--- src/rtl/fifo_wr_arbiter.sv ---
// fifo_wr_arbiter: shares the dcfifo write port among NREQ write-domain requesters.
// A round-robin pointer picks the next grantee from IDLE. The grantee then owns the
// port until it has moved MAX_BURST beats or drops valid. No data is buffered here:
// din is muxed straight from the grantee, and full back-pressures it through req_ready.
// The grantee always returns to IDLE for at least one cycle before the next grant.
module fifo_wr_arbiter #(
    parameter int NREQ      = 4,
    parameter int WIDTH     = 8,
    parameter int MAX_BURST = 4
) (
    input  logic                      clock,
    input  logic                      resetn,
    input  logic [NREQ-1:0]           req_valid,
    input  logic [NREQ*WIDTH-1:0]     req_data,
    output logic [NREQ-1:0]           req_ready,
    input  logic                      full,
    output logic                      wr,
    output logic [WIDTH-1:0]          din,
    output logic [$clog2(NREQ)-1:0]   grant_id,
    output logic                      busy
);

    localparam int IDW = $clog2(NREQ);
    localparam int CW  = (MAX_BURST > 1) ? $clog2(MAX_BURST) : 1;

    localparam logic [0:0] IDLE  = 1'b0;
    localparam logic [0:0] GRANT = 1'b1;

    localparam logic [IDW-1:0] LAST_ID   = IDW'(NREQ - 1);
    localparam logic [CW-1:0]  LAST_BEAT = CW'(MAX_BURST - 1);

    logic [0:0]       state;
    logic [IDW-1:0]   ptr;
    logic [CW-1:0]    cnt;

    logic             any_valid;
    logic [IDW-1:0]   pick;
    logic [IDW-1:0]   next_ptr;
    logic             granted_valid;
    logic [WIDTH-1:0] granted_data;
    logic             active;
    int               idx;
    logic [IDW-1:0]   idx_n;

    // Round-robin search: first valid requester at or after ptr, with wrap for any NREQ.
    always_comb begin
        any_valid = 1'b0;
        pick      = '0;
        idx       = 0;
        idx_n     = '0;
        for (int k = 0; k < NREQ; k++) begin
            idx = int'(ptr) + k;
            if (idx >= NREQ) begin
                idx = idx - NREQ;
            end
            idx_n = IDW'(idx);
            if (!any_valid && req_valid[idx_n]) begin
                any_valid = 1'b1;
                pick      = idx_n;
            end
        end
    end

    // Select the current grantee's valid and data lanes.
    always_comb begin
        granted_valid = 1'b0;
        granted_data  = '0;
        for (int i = 0; i < NREQ; i++) begin
            if (grant_id == IDW'(i)) begin
                granted_valid = req_valid[i];
                granted_data  = req_data[i*WIDTH +: WIDTH];
            end
        end
    end

    assign next_ptr = (grant_id == LAST_ID) ? '0 : grant_id + IDW'(1);

    // Gated by resetn, so the reset edge can never also count as a write.
    assign active = resetn && (state == GRANT);

    // Port outputs: only the grantee sees ready, and din is forced to zero between beats.
    always_comb begin
        req_ready = '0;
        wr        = 1'b0;
        din       = '0;
        busy      = active;
        if (active) begin
            req_ready[grant_id] = ~full;
            wr                  = granted_valid & ~full;
            if (granted_valid && !full) begin
                din = granted_data;
            end
        end
    end

    // Grant state machine: IDLE picks a winner, GRANT counts beats, stalls on full, releases.
    always_ff @(posedge clock) begin
        if (!resetn) begin
            state    <= IDLE;
            ptr      <= '0;
            grant_id <= '0;
            cnt      <= '0;
        end else begin
            case (state)
                IDLE: begin
                    if (any_valid) begin
                        state    <= GRANT;
                        grant_id <= pick;
                        cnt      <= '0;
                    end
                end
                GRANT: begin
                    if (!granted_valid) begin
                        state <= IDLE;
                        ptr   <= next_ptr;
                    end else if (!full) begin
                        if (cnt == LAST_BEAT) begin
                            state <= IDLE;
                            ptr   <= next_ptr;
                            cnt   <= '0;
                        end else begin
                            cnt <= cnt + CW'(1);
                        end
                    end
                end
            endcase
        end
    end

endmodule

--- config.mk ---
export PLATFORM = sky130hd
export DESIGN_NAME = fifo_wr_arbiter
export DESIGN_NICKNAME = d
export VERILOG_FILES = /design/src/rtl/fifo_wr_arbiter.sv
export SDC_FILE = /design/constraint.sdc
export NUM_CORES = 1
export LEC_CHECK = 0
export CAP_MARGIN = 0
export CORE_UTILIZATION = 40
export DETAILED_ROUTE_END_ITERATION = 8
export HOLD_SLACK_MARGIN = 0.06
export PLACE_DENSITY = 0.95
export SYNTH_ARGS = -nofsm -noshare
export SYNTH_HDL_FRONTEND = slang
export SYNTH_SLANG_ARGS = --single-unit
--- constraint.sdc ---
create_clock -name clock -period 6.37 [get_ports clock]
set_input_delay 1.911 -clock clock [delete_from_list [all_inputs] [get_ports clock]]
set_output_delay 1.911 -clock clock [all_outputs]
set_load 0.03 [all_outputs]
* Word-level counts from Yosys, hierarchy flattened
Cells that the tools add are included.
** Operators by class
- Add/sub/neg operators :: 9
- Order comparisons :: 10
- Equal/unequal tests :: 9
- Mux-type cells :: 48
- Bitwise logic cells :: 4
- Reductions and logical operators :: 14
** Operators with widths (number)
- 8-bit two-way mux :: 6
- 2-bit two-way mux :: 16
- 1-bit two-way mux :: 18
- 2-bit by 3-bit less-than comparator with 1-bit output (second input constant) :: 5
- 3-bit >= comparator (second input constant) :: 3
- 1-bit binary-select mux with 2-bit select :: 4
- 2-bit by 1-bit subtractor with 2-bit output (second input constant) :: 4
- 2-bit by 2-bit adder with 3-bit output (second input constant) :: 2
- 2-bit == test (second input constant) :: 3
- 1-bit logical AND :: 6
- 2-bit inequality test (second input constant) :: 3
- 3-bit AND reduction :: 2
- 2-bit by 1-bit adder with 2-bit output (second input constant) :: 2
- 4-bit AND :: 1
- 1-bit logical NOT :: 4
- 4-bit two-way mux :: 1
- 2-bit by 1-bit inequality test with 1-bit output (second input constant) :: 2
- 2-bit case mux with 2 select lines :: 1
- 2-bit by 1-bit adder with 3-bit output (second input constant) :: 1
- 2-bit by 3-bit >= comparator with 1-bit output (second input constant) :: 1
- 1-bit demux with 2-bit select :: 1
- 2-bit by 1-bit == test with 1-bit output (second input constant) :: 1
- 2-bit by 1-bit >= comparator with 1-bit output (second input constant) :: 1
- 2-bit logical NOT :: 1
- 4 further kinds :: 5
** Storage, ports and cells
- Register bits :: 7
- Input bits :: 39
- Output and inout bits :: 16
- Logic and storage cells :: 98

* Longest topological paths before layout
- Depth in word-level cells :: 16
- Depth in mapped cells :: 8
- Depth with buffers taken out :: 6

* Worst setup path after synthesis
OpenSTA, ideal clock, no wires.
- Path kind :: input to output
- Start point :: input resetn
- End point :: output din[0]
- Data arrival time :: 3.081 ns
- Slack :: 1.378 ns
- Cell stages on the path :: 4
- Cells stage by stage :: and2_1 nor2b_1 o21ai_2 nor2_1
** Between the ends
- Word-level cells in the longest chain between the ends :: 2
** Ends and longest elaborated chain
- start: declaration :: RTL line 12 : input logic resetn,
- 1-bit logical AND :: RTL line 79 : assign active = resetn && (state == GRANT);
- 8-bit two-way mux :: RTL line 87 : if (active) begin
- end: declaration :: RTL line 18 : output logic [WIDTH-1:0] din,
No other way between the ends.

* Worst setup path in the final report
- Start point :: input resetn
- End point :: output din[1]
The elaborated chain is that of the path after synthesis.

==> results_dict.tcl <==
set metrics [dict create \
    stdcell_count 210 \
    cts_hold_buf 0 \
    synth_edf_count 0 \
    grt_max_degree 23 \
    gp_congestion 0.8051 \
    report.final.hold_viol_count 0 \
    vias_per_cell 5.305 \
    crit_type "in -> out" \
    drt_iter0_markers 27 \
    fillers 158 \
    yosysSeqAreaShare_pct 15.75 \
    dieWidth_um 49.16 \
    wl_mm 2.664 \
    slew_viol_final 0 \
    clock_latency_ps 250 \
    grt_antenna_before_repair 0 \
    cts.clk_slew.worst_paths_ps 50 \
    fmax_mhz 166.8 \
    syn_inst 134 \
    fp.dieH_um 49.16 \
    crit_fanout 12 \
    start_util_pct 44.00 \
    yosysWarnings 0 \
    relSlewSlack_pct 50.56 \
    rsz0062_at_grt "false" \
    tightestPinTransition_ps 741.6 \
    dpl.hpwl_mm 1.998 \
    numCtsBuffers 3 \
    irDropWorstVdd_mv 0.1756 \
    dp_cells 206 \
    layout-drive-gt1-share_pct 4.918 \
    powerDensity_mw_per_mm2 139.8 \
    synth_top_area_share_pct 15.75 \
    io_pins 55 \
    fin_crit_sh_pct 94.10 \
    cts.path.max_buffers 2 \
    cp-end-kind "output port" \
    critPathLaunchType "primary input" \
    ys_async_sr_fraction_pct 0 \
    fin_skew_ps 2.922 \
    drv_cap 0 \
    setup_viol 0 \
    grt_pass1_vias 983 \
    drtAntennaViolNets 0 \
    dr.pass1.iters 4 \
    wire_per_inst_um 12.69 \
    worst_ep_required_time_ps 4460 \
    ys.flop_type "dfxtp_1" \
    final_area_sq_mm 0.001443 \
    htreeDepth 1 \
    synth_area_sq_um 889.6 \
    post-cts-setup-buffers 0 \
    yosys-top-cells-count "a21oi_1, inv_1, nand2_1" \
    finish.utilization_pct 71.35 \
    grt_pass1_wl_mm 4.153 \
    cts_tree "done" \
    synth_top_cell_by_area "dfxtp_1" \
    area_delta_synth_final_pct 62.17 \
    core-area_sq_mm 0.002022 \
    min_path_type "reg -> reg" \
    ys_top_cells_by_area "dfxtp_1, a21oi_1, o21ai_0" \
    grt_use_total_pct 21.42 \
    io_buffer_count 54 \
    place_area_sq_mm 0.001415 \
    critPathArrivalTime_ps 4080 \
    syn_avg_cell_area_sq_um 6.639 \
    min_period_ps 5994 \
    ctsRootBufferMaster "clkbuf_4" \
    num_vias 1114 \
    grt_overflow 0 \
    ys_ff_latch 7 \
    syn_nets 178 \
    antennaDiodeCount 0 \
    power_w 0.0002017 \
    r2r_slack_ps 4320 \
    cts_resized 0 \
    leakagePower_nw 0.5934 \
    die-area_sq_mm 0.002417 \
    remaining_drc_errors 0 \
    tns_ps 0 \
    placementRows 16 \
    ys_types 31 \
    clock_sinks 7 \
    yosysMostFrequentCell "a21oi_1" \
    nets 228 \
    run_status "finished, final reports clean" \
]
## path summary, 6_finish.rpt
path / startpoint / to / cells past startpoint
worst max register to register: grant_id[0] / ptr[0] / 5
worst min-delay path: cnt[1] / cnt[1] / 2
worst max-delay path: resetn / din[1] / 6
worst min register to register: cnt[1] / cnt[1] / 2
## per-layer routing
layer | track usage, % | wire, um | up-vias
met3 | 4.673 | 205 | 10
met1 | 25.42 | 1185 | 485
li1 | - | - | 561
met5 | 0 | 0 | -
met2 | 37.44 | 1224 | 58
met4 | 7.353 | 48 | 0
## through the flow
step	hold WS, ps	setup slack (ps)
final	509.7	375.6
after global routing	539.9	208.7
after CTS	520.4	375.0
after detailed placement	512.8	361.8
after global placement	485.1	476.9
after floorplan	469.3	1378
## power by group
| part | total [W] | switching, W | internal, W |
|---|---|---|---|
| combinational | 0.000108 | 0.0000522 | 0.0000558 |
| clock | 0.0000389 | 0.0000160 | 0.0000229 |
| sequential | 0.0000547 | 0.00000658 | 0.0000481 |
## sequential cells by signal, indices dropped and copies added (netlist names)
register  count
state         1
grant_id      2
cnt           2
ptr           2
## cells in the final DEF, fill, tap and decap left out, drive strengths merged
| cell type | instances |
|---|---|
| clkinv | 1 |
| nand2 | 14 |
| a22oi | 8 |
| o211ai | 2 |
| nor2 | 13 |
| nand3b | 1 |
| o21ai | 15 |
| a311oi | 1 |
| o31ai | 1 |
| nand2b | 2 |
| and2 | 7 |
| a211oi | 2 |
| dfxtp | 7 |
| clkbuf | 3 |
| a21boi | 1 |
| nor3b | 1 |
| clkdlybuf4s50 | 54 |
| nor2b | 4 |
| nor4 | 1 |
| ha | 5 |
| a2111oi | 1 |
| inv | 16 |
| mux2i | 4 |
| a221oi | 2 |
| a21oi | 17 |
## critical path, cell delays in order
cell	delay, ps
clkdlybuf4s50_1	660
and2_1	190
nor2b_1	280
o21ai_2	210
nor2_1	160
clkdlybuf4s50_1	680
## final cells by class
| class | instances | area (sq um) | area share [%] |
|---|---|---|---|
| Clock inverter | 1 | 5.005 | 0.3469 |
| Sequential cell | 7 | 140.1 | 9.714 |
| Timing Repair Buffer | 54 | 540.5 | 37.47 |
| Tap cell | 27 | 33.78 | 2.342 |
| Multi-Input combinational cell | 102 | 640.6 | 44.41 |
| Inverter | 16 | 60.06 | 4.163 |
| Clock buffer | 3 | 22.52 | 1.561 |
## kinds of logic after synthesis
| kind of cell | count (synthesis) | share of synthesized area (%) |
|---|---|---|
| fa+ha+maj | 5 | 7.032 |
| compound gates | 50 | 35.44 |
| mux | 4 | 4.501 |
| buf+inv | 25 | 12.24 |
| simple gates | 43 | 25.03 |
| flops | 7 | 15.75 |
Note: power is estimated with default switching activity, not from simulation.
